===== config.mk =====
export PLATFORM = sky130hd
export DESIGN_NAME = res_station_bank_flat
export DESIGN_NICKNAME = d
export VERILOG_FILES = /design/src/rtl/res_station_bank_if.sv /design/src/rtl/res_station_bank.sv /design/src/flat_wrapper.sv
export SDC_FILE = /design/constraint.sdc
export NUM_CORES = 1
export LEC_CHECK = 0
export BUFFER_PORTS_ARGS = -buffer_cell sky130_fd_sc_hd__buf_2
export CAP_MARGIN = 40
export CELL_PAD_IN_SITES_DETAIL_PLACEMENT = 1
export CELL_PAD_IN_SITES_GLOBAL_PLACEMENT = 2
export CORE_AREA = 10 10 206 208
export DETAILED_ROUTE_END_ITERATION = 10
export DIE_AREA = 0 0 216 218
export HOLD_SLACK_MARGIN = 0.03
export PLACE_DENSITY = 0.59
export SYNTH_ARGS = -nofsm -noshare
export SYNTH_HDL_FRONTEND = slang
export SYNTH_SLANG_ARGS = --single-unit

===== constraint.sdc =====
create_clock -name clk -period 3.6 [get_ports clk]
set_input_delay 0.18 -clock clk [delete_from_list [all_inputs] [get_ports clk]]
set_output_delay 0.18 -clock clk [all_outputs]
set_load 0.1 [all_outputs]

===== src/rtl/res_station_bank_if.sv =====
// Issue, CDB and dispatch signal bundle for the reservation station bank.
// The slave modport is the station itself; the master modport drives it.
interface res_station_bank_if #(
    parameter int ENTRIES = 4,
    parameter int DATA_W  = 16,
    parameter int TAG_W   = 3,
    parameter int OP_W    = 4
);
    localparam int CNT_W = $clog2(ENTRIES + 1);

    logic              iss_valid;
    logic              iss_ready;
    logic [OP_W-1:0]   iss_op;
    logic [DATA_W-1:0] iss_vj;
    logic [DATA_W-1:0] iss_vk;
    logic [TAG_W-1:0]  iss_qj;
    logic [TAG_W-1:0]  iss_qk;
    logic [TAG_W-1:0]  iss_tag;
    logic              cdb_valid;
    logic [TAG_W-1:0]  cdb_tag;
    logic [DATA_W-1:0] cdb_value;
    logic              ex_valid;
    logic              ex_ready;
    logic [OP_W-1:0]   ex_op;
    logic [DATA_W-1:0] ex_vj;
    logic [DATA_W-1:0] ex_vk;
    logic [TAG_W-1:0]  ex_tag;
    logic [CNT_W-1:0]  count;

    modport master (
        output iss_valid, iss_op, iss_vj, iss_vk, iss_qj, iss_qk,
        output cdb_valid, cdb_tag, cdb_value, ex_ready,
        input  iss_ready, iss_tag, ex_valid, ex_op, ex_vj, ex_vk, ex_tag, count
    );

    modport slave (
        input  iss_valid, iss_op, iss_vj, iss_vk, iss_qj, iss_qk,
        input  cdb_valid, cdb_tag, cdb_value, ex_ready,
        output iss_ready, iss_tag, ex_valid, ex_op, ex_vj, ex_vk, ex_tag, count
    );
endinterface


===== src/rtl/res_station_bank.sv =====
// Tomasulo-style reservation station bank: issue into the lowest free entry,
// wake operands from the CDB, dispatch the lowest ready entry with a stall lock.
module res_station_bank #(
    parameter int ENTRIES  = 4,
    parameter int DATA_W   = 16,
    parameter int TAG_W    = 3,
    parameter int OP_W     = 4,
    parameter int BASE_TAG = 1
) (
    input  logic              clk,
    input  logic              rst_n,
    input  logic              flush_i,
    res_station_bank_if.slave bus
);
    localparam int CNT_W = $clog2(ENTRIES + 1);
    localparam int IDX_W = $clog2(ENTRIES);

    logic [ENTRIES-1:0] busy_q;
    logic [OP_W-1:0]    op_q [ENTRIES];
    logic [DATA_W-1:0]  vj_q [ENTRIES];
    logic [DATA_W-1:0]  vk_q [ENTRIES];
    logic [TAG_W-1:0]   qj_q [ENTRIES];
    logic [TAG_W-1:0]   qk_q [ENTRIES];
    logic               lock_q;
    logic [IDX_W-1:0]   sel_q;

    logic [ENTRIES-1:0] rdy_s;
    logic [IDX_W-1:0]   free_idx_s;
    logic [IDX_W-1:0]   rdy_idx_s;
    logic [IDX_W-1:0]   sel_idx_s;
    logic [CNT_W-1:0]   cnt_s;
    logic               cdb_hit_s;
    logic               issue_s;
    logic               dispatch_s;
    logic               ex_valid_s;
    logic               byp_j_s;
    logic               byp_k_s;

    // Lowest free / lowest ready entry search and busy population count
    always_comb begin
        free_idx_s = '0;
        rdy_idx_s  = '0;
        cnt_s      = '0;
        rdy_s      = '0;
        for (int i = ENTRIES - 1; i >= 0; i--) begin
            rdy_s[i]   = busy_q[i] && (qj_q[i] == '0) && (qk_q[i] == '0);
            free_idx_s = busy_q[i] ? free_idx_s : IDX_W'(i);
            rdy_idx_s  = rdy_s[i] ? IDX_W'(i) : rdy_idx_s;
            cnt_s      = cnt_s + CNT_W'(busy_q[i]);
        end
    end

    // A zero CDB tag would otherwise match every entry whose operand is already present
    assign cdb_hit_s  = bus.cdb_valid && (bus.cdb_tag != '0);
    assign issue_s    = bus.iss_valid && !(&busy_q);
    assign ex_valid_s = lock_q || (|rdy_s);
    assign sel_idx_s  = lock_q ? sel_q : rdy_idx_s;
    assign dispatch_s = ex_valid_s && bus.ex_ready;
    assign byp_j_s    = cdb_hit_s && (bus.iss_qj == bus.cdb_tag);
    assign byp_k_s    = cdb_hit_s && (bus.iss_qk == bus.cdb_tag);

    // Output view: all outputs derive only from registered entry state
    always_comb begin
        bus.iss_ready = !(&busy_q);
        bus.iss_tag   = TAG_W'(BASE_TAG) + TAG_W'(free_idx_s);
        bus.count     = cnt_s;
        bus.ex_valid  = ex_valid_s;
        if (ex_valid_s) begin
            bus.ex_op  = op_q[sel_idx_s];
            bus.ex_vj  = vj_q[sel_idx_s];
            bus.ex_vk  = vk_q[sel_idx_s];
            bus.ex_tag = TAG_W'(BASE_TAG) + TAG_W'(sel_idx_s);
        end else begin
            bus.ex_op  = '0;
            bus.ex_vj  = '0;
            bus.ex_vk  = '0;
            bus.ex_tag = '0;
        end
    end

    // Entry storage: flush outranks issue, CDB wakeup and dispatch
    always_ff @(posedge clk or negedge rst_n) begin
        if (!rst_n) begin
            busy_q <= '0;
            for (int i = 0; i < ENTRIES; i++) begin
                op_q[i] <= '0;
                vj_q[i] <= '0;
                vk_q[i] <= '0;
                qj_q[i] <= '0;
                qk_q[i] <= '0;
            end
        end else if (flush_i) begin
            busy_q <= '0;
            for (int i = 0; i < ENTRIES; i++) begin
                op_q[i] <= '0;
                vj_q[i] <= '0;
                vk_q[i] <= '0;
                qj_q[i] <= '0;
                qk_q[i] <= '0;
            end
        end else begin
            for (int i = 0; i < ENTRIES; i++) begin
                if (cdb_hit_s && busy_q[i] && (qj_q[i] == bus.cdb_tag)) begin
                    vj_q[i] <= bus.cdb_value;
                    qj_q[i] <= '0;
                end
                if (cdb_hit_s && busy_q[i] && (qk_q[i] == bus.cdb_tag)) begin
                    vk_q[i] <= bus.cdb_value;
                    qk_q[i] <= '0;
                end
                if (dispatch_s && (sel_idx_s == IDX_W'(i))) begin
                    busy_q[i] <= 1'b0;
                end
                // Issue targets a free entry, so it never collides with wakeup or dispatch
                if (issue_s && (free_idx_s == IDX_W'(i))) begin
                    busy_q[i] <= 1'b1;
                    op_q[i]   <= bus.iss_op;
                    vj_q[i]   <= byp_j_s ? bus.cdb_value : bus.iss_vj;
                    qj_q[i]   <= byp_j_s ? '0 : bus.iss_qj;
                    vk_q[i]   <= byp_k_s ? bus.cdb_value : bus.iss_vk;
                    qk_q[i]   <= byp_k_s ? '0 : bus.iss_qk;
                end
            end
        end
    end

    // Selection lock keeps ex_* stable while the functional unit stalls
    always_ff @(posedge clk or negedge rst_n) begin
        if (!rst_n) begin
            lock_q <= 1'b0;
            sel_q  <= '0;
        end else if (flush_i) begin
            lock_q <= 1'b0;
            sel_q  <= '0;
        end else begin
            lock_q <= ex_valid_s && !bus.ex_ready;
            sel_q  <= sel_idx_s;
        end
    end
endmodule


===== src/flat_wrapper.sv =====
// flat-port wrapper written by rule: the top's interface ports become plain ports
module res_station_bank_flat 
#(
    parameter int ENTRIES  = 4,
    parameter int DATA_W   = 16,
    parameter int TAG_W    = 3,
    parameter int OP_W     = 4,
    parameter int BASE_TAG = 1
)
  (clk, rst_n, flush_i, bus_iss_valid, bus_iss_op, bus_iss_vj, bus_iss_vk, bus_iss_qj, bus_iss_qk, bus_cdb_valid, bus_cdb_tag, bus_cdb_value, bus_ex_ready, bus_iss_ready, bus_iss_tag, bus_ex_valid, bus_ex_op, bus_ex_vj, bus_ex_vk, bus_ex_tag, bus_count);
  res_station_bank_if #(.ENTRIES(ENTRIES), .DATA_W(DATA_W), .TAG_W(TAG_W), .OP_W(OP_W)) bus_i ();
  input  logic clk;
  input  logic rst_n;
  input  logic flush_i;
  input wire logic [$bits(bus_i.iss_valid)-1:0] bus_iss_valid;
  input wire logic [$bits(bus_i.iss_op)-1:0] bus_iss_op;
  input wire logic [$bits(bus_i.iss_vj)-1:0] bus_iss_vj;
  input wire logic [$bits(bus_i.iss_vk)-1:0] bus_iss_vk;
  input wire logic [$bits(bus_i.iss_qj)-1:0] bus_iss_qj;
  input wire logic [$bits(bus_i.iss_qk)-1:0] bus_iss_qk;
  input wire logic [$bits(bus_i.cdb_valid)-1:0] bus_cdb_valid;
  input wire logic [$bits(bus_i.cdb_tag)-1:0] bus_cdb_tag;
  input wire logic [$bits(bus_i.cdb_value)-1:0] bus_cdb_value;
  input wire logic [$bits(bus_i.ex_ready)-1:0] bus_ex_ready;
  output wire logic [$bits(bus_i.iss_ready)-1:0] bus_iss_ready;
  output wire logic [$bits(bus_i.iss_tag)-1:0] bus_iss_tag;
  output wire logic [$bits(bus_i.ex_valid)-1:0] bus_ex_valid;
  output wire logic [$bits(bus_i.ex_op)-1:0] bus_ex_op;
  output wire logic [$bits(bus_i.ex_vj)-1:0] bus_ex_vj;
  output wire logic [$bits(bus_i.ex_vk)-1:0] bus_ex_vk;
  output wire logic [$bits(bus_i.ex_tag)-1:0] bus_ex_tag;
  output wire logic [$bits(bus_i.count)-1:0] bus_count;
  assign bus_i.iss_valid = bus_iss_valid;
  assign bus_i.iss_op = bus_iss_op;
  assign bus_i.iss_vj = bus_iss_vj;
  assign bus_i.iss_vk = bus_iss_vk;
  assign bus_i.iss_qj = bus_iss_qj;
  assign bus_i.iss_qk = bus_iss_qk;
  assign bus_i.cdb_valid = bus_cdb_valid;
  assign bus_i.cdb_tag = bus_cdb_tag;
  assign bus_i.cdb_value = bus_cdb_value;
  assign bus_i.ex_ready = bus_ex_ready;
  assign bus_iss_ready = bus_i.iss_ready;
  assign bus_iss_tag = bus_i.iss_tag;
  assign bus_ex_valid = bus_i.ex_valid;
  assign bus_ex_op = bus_i.ex_op;
  assign bus_ex_vj = bus_i.ex_vj;
  assign bus_ex_vk = bus_i.ex_vk;
  assign bus_ex_tag = bus_i.ex_tag;
  assign bus_count = bus_i.count;
  res_station_bank #(.ENTRIES(ENTRIES), .DATA_W(DATA_W), .TAG_W(TAG_W), .OP_W(OP_W), .BASE_TAG(BASE_TAG)) u_core (.clk(clk), .rst_n(rst_n), .flush_i(flush_i), .bus(bus_i));
endmodule

### After elaboration in Yosys (flattened, before gate mapping)

Cells that the tools add are included.

* logic and storage cells: 193
* bits in registers: 175
* output and inout bits: 47
* input bits: 67

* bitwise operators: 1
* reduce and logical (&&, ||, !) cells: 66
* eq/ne operators: 16
* multiplexer cells: 78
* add/sub/neg operators: 5
* magnitude comparators: 1

Operators by type and width (count)
* $mux 16: 25
* $mux 64: 2
* $bmux 16 s2: 2
* $mux 3: 19
* $reduce_bool 3->1: 13
* $logic_and 1x1->1: 34
* $mux 4: 8
* $eq 3x3->1: 10
* $logic_not 3->1: 8
* $mux 12: 2
* $mux 2: 10
* $mux 1: 9
* $bmux 4 s2: 1
* $eq 2x2->1 const B: 4
* $reduce_bool 2->1: 4
* $add 1x2->3 const A: 2
* $add 3x1->3: 2
* $eq 2x1->1 const B: 2
* $logic_not 2->1: 2
* $reduce_and 4->1: 1
* $reduce_or 4->1: 1
* $ge 3x3->1 const B: 1
* $not 2->3: 1
* $add 1x1->2: 1
* 2 further kinds: 3

### Longest topological paths before layout

Gate-level depths: netlist (run 1).

* word-level depth: 13
* mapped depth: 11
* mapped depth without buffers: 9

### Worst setup path before layout (run 1)

Ideal clock, no wire load.

* path kind: register to register
* from: reg u_core.busy_q[3]
* to: reg u_core.vj_q[10] (netlist name)
* setup time: 0.118 ns
* stages on the path, launching flop included: 12
* setup slack: -1.802 ns
* path buffers: 2
* data arrival time: 5.284 ns
* period minus slack after synthesis: 5.402 ns
* required time: 3.482 ns
* cells stage by stage: dfrtp_1 inv_1 ha_1 o21ai_0 inv_1 ha_1 and3_1 clkbuf_1 a311oi_2 clkbuf_1 a211oi_1 a21o_1

* word-level cells in the longest chain between the ends: 8
* elaborated cells between the ends (all ways): 14
* those cells by class: 1 x eq/ne; 6 x mux; 7 x reduce/logical

Ends and longest elaborated chain
* start, declared: line res_station_bank.sv:18 `logic [ENTRIES-1:0] busy_q;`
* start signal, assigned: line res_station_bank.sv:84 `busy_q <= '0;`
* start signal, assigned: line res_station_bank.sv:93 `busy_q <= '0;`
* start signal, assigned by index: line res_station_bank.sv:112 `busy_q[i] <= 1'b0;`
* $mux 2 (4 in series): line res_station_bank.sv:47 `free_idx_s = busy_q[i] ? free_idx_s : IDX_W'(i);`
* $eq 2x2->1: line res_station_bank.sv:115 `if (issue_s && (free_idx_s == IDX_W'(i))) begin`
* $logic_and 1x1->1: line res_station_bank.sv:115
* $mux 16: line res_station_bank.sv:115
* $mux 64: line res_station_bank.sv:92 `end else if (flush_i) begin`
* end signal, assigned by index: line res_station_bank.sv:104 `vj_q[i] <= bus.cdb_value;`
* end signal, assigned by index: line res_station_bank.sv:118 `vj_q[i] <= byp_j_s ? bus.cdb_value : bus.iss_vj;`
* end, declared: line res_station_bank.sv:20 `logic [DATA_W-1:0] vj_q [ENTRIES];`

Parallel ways exist; a longest one is shown, timed or not.
A chain may end at the register's enable or synchronous reset.

### Worst setup path after layout (run 1)

* from: reg u_core.busy_q[2]
* to: out bus_ex_vk[15]

* word-level cells in the longest chain between the ends: 11
* elaborated cells between the ends (all ways): 13
* those cells by class: 8 x mux; 1 x bitwise; 4 x reduce/logical

Ends and longest elaborated chain
* $logic_and 1x1->1 (*) (2 in series): line res_station_bank.sv:46 `rdy_s[i] = busy_q[i] && (qj_q[i] == '0) && (qk_q[i] == '0);`
* $mux 2 (3 in series): line res_station_bank.sv:48 `rdy_idx_s = rdy_s[i] ? IDX_W'(i) : rdy_idx_s;`
* $mux 2: line res_station_bank.sv:57 `assign sel_idx_s = lock_q ? sel_q : rdy_idx_s;`
* $not 2->3 (not written as such): line res_station_bank.sv:71 `bus.ex_vk = vk_q[sel_idx_s];`
* $bmux 16 s2: line res_station_bank.sv:71
* $mux 16 (not written as such) (2 in series): line res_station_bank.sv:71
* $mux 16 (*): line res_station_bank.sv:68 `if (ex_valid_s) begin`
* end, declared: line flat_wrapper.sv:30 `output wire logic [$bits(bus_i.ex_vk)-1:0] bus_ex_vk;`

Every way passes the cells marked *; elsewhere a longest branch is shown, timed or not. The select of a mux whose other input is x is not followed.

==> metrics.md, run 1 <==
| Metric | Value |
|---|---|
| Clock Tree Root | `clkbuf_16` |
| P&R area growth vs syn | `25.6%` |
| Post-synthesis register bit count | `175` |
| Top delay family on crit path | `compound AO/OA/AOI/OAI gates` |
| Setup Buffers After CTS | `0` |
| Placed cell count | `1523` |
| Global-route wire length before repair | `55.1 mm` |
| Critical path arrival | `3.24 ns` |
| Std cell rows | `72` |
| Post-Route WL | `35.5 mm` |
| Final min period | `3.42 ns` |
| I/O Buffers | `113` |
| Register area share after synthesis | `44.6%` |
| Critical path's slowest cell | `or4b_2` |
| WS Path Type | `reg -> out` |
| Commonest cells in the netlist | `175 x dfrtp_1, 128 x a211oi_1, 128 x a21o_1` |
| Crit start category | `flip-flop` |
| Max-Cap Viols | `0` |
| Static Leak | `5.82 nW` |
| Mapped Area | `9820 um^2` |
| Count of final hold-check violations | `0` |
| Final setup violation count | `0` |
| Final layout net count | `1109` |
| Main synth FF type | `dfrtp_1` |
| FMAX | `0.292 GHz` |
| Synth unique cells | `38` |
| Vias per inst | `5.12` |
| Leading area contributor after synthesis | `dfrtp_1` |
| Cell count of the worst reg-to-reg path | `8` |
| CTS buffer count | `17` |
| Worst slack at placement | `0.584 ns` |
| Die Height | `218 um` |
| Initial cell density of the core | `25.7%` |
| # DRC | `0` |
| Synth top area cells | `dfrtp_1 45%, mux2i_1 11%, a211oi_1 9.8%` |
| Levels on crit path | `7` |
| Dpl hpwl | `23.4 mm` |
| Final setup margin | `0.177 ns` |
| RSZ-0062 raised after global routing | `no` |
| Crit-path max cell delay | `0.64 ns` |
| Routed via count | `7992` |
| Mapped Cells | `945` |
| Worst skew pair latency | `0.44 ns` |
| Finished Layout Cells | `1561` |
| Fin Hold WS | `0.123 ns` |
| CP endpoint kind | `primary output` |
| Final worst path period share | `95.1%` |
| Share of layout cells above drive strength 1 | `19.9%` |
| Post-synth top area share | `44.6%` |
| Placer Congestion | `0.741` |
| Post-route cell area | `12300 um^2` |
| Worst r2r dst | `u_core.vj_q[54]` |
| Clock buffer depth | `2` |
| Antenna-violating nets left | `0` |
| Slew @ Worst Pin | `0.734 ns` |
| Placed instance area | `11700 um^2` |
| Avg Cell Area, Syn | `10.4 um^2` |
| Syn Nets | `1024` |
| Hold EP | `u_core.qj_q[8]` |
| Crit path max fanout | `8` |
| IO Pins | `114` |
| Core area | `38300 um^2` |
| GRT overflow | `0` |
| Async SR Flop Fraction | `100%` |
| CTS tree | `done` |
| Count leader, synth | `dfrtp_1` |
| DRT iter0 DRCs | `376` |
| Routed wire per std cell | `22.7 um` |
| Die Wd | `216 um` |
| Initial antenna violation count | `0` |
| Vias in the first global route | `8641` |
| Hold depth | `3` |
| Syn. warnings | `0` |
| Final Skew | `0.0129 ns` |
| Hold/Removal Path Class | `in -> reg` |
| Final Max Tran Viols | `0` |
| Die Area | `47100 um^2` |
| Clk sinks | `175` |
| Status | `finished, final reports clean` |
| Largest net degree at the start of global routing | `77` |
| Worst path bufs/invs | `2` |
| GRT Overall Usage | `15.2%` |
| Clock Pin Slew Worst Setup and Hold Paths | `0.07 ns` |
| Critical Path, Cell by Cell | `or4b_2 -> o211ai_1 -> a31oi_4 -> buf_4 -> mux2i_1 -> o22ai_1 -> buf_2` |
| Worst reg-to-reg setup slack | `0.68 ns` |
| Maximum vdd drop | `0.232 mV` |
| Worst Path Required | `3.42 ns` |
| Slew headroom | `51.0%` |
| H-tree Lvls | `4` |
| Number of synthesized flops with an enable pin | `0` |
| First-pass DRT Iterations | `4` |
| Power Density | `468 nW/um^2` |
| Diode count | `0` |
| R2R Path Start | `u_core.busy_q[2]` |
| Hold_sp | `bus_iss_qj[2]` |
## routing by layer
metal / vias to the layer above / share of wire [%] / global-route usage, % / wire (um)
met2: 120 / 48 / 25.2 / 16900
met3: 14 / 2.7 / 2.66 / 963
met1: 4116 / 49 / 20.4 / 17300
met4: 0 / 0.83 / 3.33 / 296
met5: - / 0 / 0 / 0
li1: 3742 / - / - / -
## layout by cell type (no fill, tap or decap), types with 16 or more instances in the layout
cell       count
a211oi_1     128
a21o_1       128
a21oi_1       16
buf_12        39
buf_2         79
buf_4         27
clkbuf_16     17
dfrtp_1      175
mux2i_1      104
nand2_1       70
o21ai_0       25
o21bai_1      66
o22ai_1       26
xor2_1        24
## logic make-up (layout without fill, tap and decap cells)
kind of cell               count (synthesis)  after routing  share of synthesized area (%)
muxes                                    104            104                           10.6
xor gates and xnor gates                  30             30                           2.68
buffers and inverters                     96            194                           4.29
adders and majority gates                 12             12                           1.61
AOI/OAI and AO/OA                        417            417                           31.1
DFF                                      175            175                           44.6
and+or+nand+nor                          111            111                           5.17
## registers in the layout (all words and copies together), names as in the netlist
signal / count
u_core.vk_q: 64
u_core.sel_q: 2
u_core.qj_q: 12
u_core.qk_q: 12
u_core.vj_q: 64
u_core.lock_q: 1
u_core.op_q: 16
u_core.busy_q: 4
## layout make-up
| cell class | count | area (um^2) |
|---|---|---|
| repair buffers | 153 | 1480 |
| well taps | 518 | 648 |
| clock buffers | 19 | 443 |
| flip-flops and latches | 175 | 4380 |
| multi-input cells | 674 | 5220 |
| fillers | 4208 | 26000 |
| inverters | 9 | 33.8 |
| clock inverters | 13 | 136 |
## worst register-to-register path, cell delays in order (launching register included)
cell,delay [ns]
dfrtp_1,0.50
ha_1,0.30
or2_2,0.33
ha_1,0.22
and3_2,0.37
a311oi_4,0.53
buf_12,0.28
a211oi_1,0.09
a21o_1,0.18
## report_power, final
part,switching (W),internal [W]
Clock,0.000836,0.00104
Combinational,0.00111,0.000546
Sequential,0.000105,0.00214
## stage by stage
step                      util (%)  total power, W  setup TNS, ns
after floorplan                  -         0.00333         -0.134
after global placement        30.4         0.00392              0
after detailed placement      30.5         0.00395              0
after CTS                     32.1         0.00586              0
after global routing          32.2         0.00607              0
final                         32.2         0.00578              0
## worst max-delay path by stage
stage / from / end / slack [ns]
final: u_core.busy_q[2] / bus_ex_vk[15] / 0.18
after floorplan: u_core.busy_q[1] / bus_ex_vj[1] / -0.006
after global routing: u_core.qj_q[9] / bus_ex_op[0] / 0.02
after CTS: u_core.qj_q[9] / bus_ex_vj[14] / 0.09
after detailed placement: u_core.qj_q[9] / bus_ex_vj[14] / 0.58
after global placement: u_core.busy_q[2] / bus_ex_vk[15] / 0.62
## what timing repair did
| item | 4_1_cts | 5_1_grt |
|---|---|---|
| endpoints found under the setup margin | 0 | 6 |
| resized for setup | 0 | 6 |
| hold buffers | 6 | 0 |
| endpoints found under the hold margin | 99 | 0 |
Note: power is estimated with default switching activity, not from simulation.
==> run 2: changes to the inputs <==
- BUFFER_PORTS_ARGS: -buffer_cell sky130_fd_sc_hd__buf_2 -> not set
- DONT_BUFFER_PORTS: not set -> 1
- PLACE_DENSITY: 0.59 -> 0.55
==> metrics.md, run 2 (synthesis results as in run 1) <==
| Metric | Value |
|---|---|
| Status | `finished, violations left` |
| Failing checks | `hold timing` |
| Critical Path, Cell by Cell | `or4b_1 -> or4_1 -> a31oi_4 -> buf_12 -> bufbuf_16 -> mux2i_1 -> o22ai_2 -> buf_12` |
| Clk sinks | `175` |
| Top delay family on crit path | `simple AND/OR/NAND/NOR gates` |
| Slew headroom | `42.4%` |
| Largest registers | `u_core.vj_q x64, u_core.vk_q x64, u_core.op_q x16` |
| DRT iter0 DRCs | `418` |
| Critical path arrival | `3.28 ns` |
| Initial antenna violation count | `2` |
| Dpl hpwl | `23.2 mm` |
| Worst path bufs/invs | `3` |
| Static Leak | `5.63 nW` |
| Placer Congestion | `0.713` |
| WS Path Type | `reg -> out` |
| Hold/Removal Path Class | `in -> async` |
| Largest net degree at the start of global routing | `176` |
| Placed cell count | `1452` |
| Crit path max fanout | `24` |
| Final Skew | `0.0106 ns` |
| Routed via count | `7830` |
| I/O Buffers | `0` |
| IO Pins | `114` |
| Count of final hold-check violations | `175` |
| Final min period | `3.46 ns` |
| Post-Route WL | `36.6 mm` |
| Worst Path Required | `3.42 ns` |
| Slew @ Worst Pin | `0.865 ns` |
| Core area | `38300 um^2` |
| Vias in the first global route | `8406` |
| Filler cell count in the final layout | `4221` |
| Crit start category | `flip-flop` |
| Antenna-violating nets left | `0` |
| Clock Pin Slew Worst Setup and Hold Paths | `0.07 ns` |
| Routed wire per std cell | `24.3 um` |
| Die Height | `218 um` |
| GRT overflow | `0` |
| Critical path's slowest cell | `or4b_1` |
| CTS tree | `done` |
| P&R area growth vs syn | `24.1%` |
| Max-Cap Viols | `0` |
| Setup TNS | `0 ns` |
| Power Total | `0.00586 W` |
| GRT Overall Usage | `15.6%` |
| Worst slack at placement | `0.460 ns` |
| Die Area | `47100 um^2` |
| Critical path origin | `u_core.qk_q[6]` |
| Hold-fix buffers, CTS | `14` |
| RSZ-0062 raised after global routing | `no` |
| Fin Hold WS | `-0.566 ns` |
| Crit-path max cell delay | `0.59 ns` |
| Finished Layout Cells | `1505` |
| First-pass DRT Iterations | `4` |
| Final layout net count | `1052` |
| Maximum vdd drop | `0.328 mV` |
| Clock buffer depth | `2` |
| Final setup violation count | `0` |
| Std cell rows | `72` |
| Worst skew pair latency | `0.45 ns` |
| Initial cell density of the core | `25.7%` |
| # DRC | `0` |
| Critical path's most frequent cell | `buf_12` |
| Final setup margin | `0.142 ns` |
| CP endpoint kind | `primary output` |
| R2R Path Start | `u_core.busy_q[3]` |
| Die Wd | `216 um` |
| Share of layout cells above drive strength 1 | `17.4%` |
| H-tree Lvls | `4` |
| Clock Tree Root | `clkbuf_16` |
| CTS buffer count | `17` |
| Final worst path period share | `96.1%` |
| Global-route wire length before repair | `56.2 mm` |
| FMAX | `0.289 GHz` |
| Power Density | `481 nW/um^2` |
| Commonest non-fill, non-tap cells in the layout | `174 x dfrtp_1, 128 x a211oi_1, 128 x a21o_1` |
| Final Max Tran Viols | `0` |
| Vias per inst | `5.20` |
| Commonest non-fill, non-tap cell in the layout | `dfrtp_1` |
run 2: changes by cell type in the layout (fill, tap and decap cells not counted), moves of 4 or more:
cell           delta
o22ai_1          -25
o22ai_2          +25
clkinv_2          -4
buf_4            +26
buf_12           -14
dlygate4sd3_1     +8
buf_2            -79
run 2: per-stage QoR:
stage               instance area (um^2)  util (%)
floorplan                           9860         -
global placement                   11300      29.5
detailed placement                 11300      29.6
CTS                                12100      31.7
global route                       12200      31.8
finish                             12200      31.8
run 2: path summary, 6_finish.rpt:
| check | to | slack (ns) | depth (start not counted) |
|---|---|---|---|
| max in group asynchronous | u_core.vj_q[1] | 3.75 | 0 |
| worst max-delay path | bus_ex_vk[14] | 0.14 | 8 |
| min in group clk | u_core.vj_q[34] | 0.08 | 3 |
| worst min register to register | u_core.vj_q[25] | 0.48 | 1 |
| worst min-delay path | u_core.qk_q[9] | -0.57 | 0 |
| worst max register to register | u_core.op_q[6] | 0.70 | 9 |
run 2: cell type report:
type | count | area, um^2 | share of cell area, %
diodes | 1 | 2.50 | 0.0205
clock buffers | 18 | 439 | 3.60
inverters | 9 | 33.8 | 0.277
repair buffers | 96 | 1110 | 9.13
flip-flops and latches | 175 | 4380 | 35.9
well taps | 518 | 648 | 5.32
multi-input cells | 674 | 5380 | 44.1
clock inverters | 14 | 193 | 1.58
run 2: metal layers:
metal	routed length (um)	vias to the layer above	global-route usage, %	share of wire [%]
met5	0	-	0	0
met4	419	0	3.89	1.1
met3	1510	27	3.07	4.1
met2	17000	122	25.4	47
met1	17600	4050	20.9	48
li1	-	3631	-	-
run 2: repair_timing:
action,4_1_cts,5_1_grt
pin swaps,0,1
endpoints found under the setup margin,7,14
gates cloned,1,0
endpoints found under the hold margin,221,175
gates resized for setup,2,0
buffers inserted,0,4
run 2: power breakdown:
group | internal, W | switching [W]
Clock | 0.00114 | 0.000916
Combinational | 0.000523 | 0.00103
Sequential | 0.00214 | 0.000113
run 2: worst register-to-register path: stages, from the launching register on:
cell	delay [ns]
dfrtp_1	0.51
ha_1	0.29
or2_2	0.34
inv_1	0.10
ha_1	0.18
and3_2	0.40
buf_4	0.30
nand2_1	0.08
a21oi_1	0.11
dlygate4sd3_1	0.55
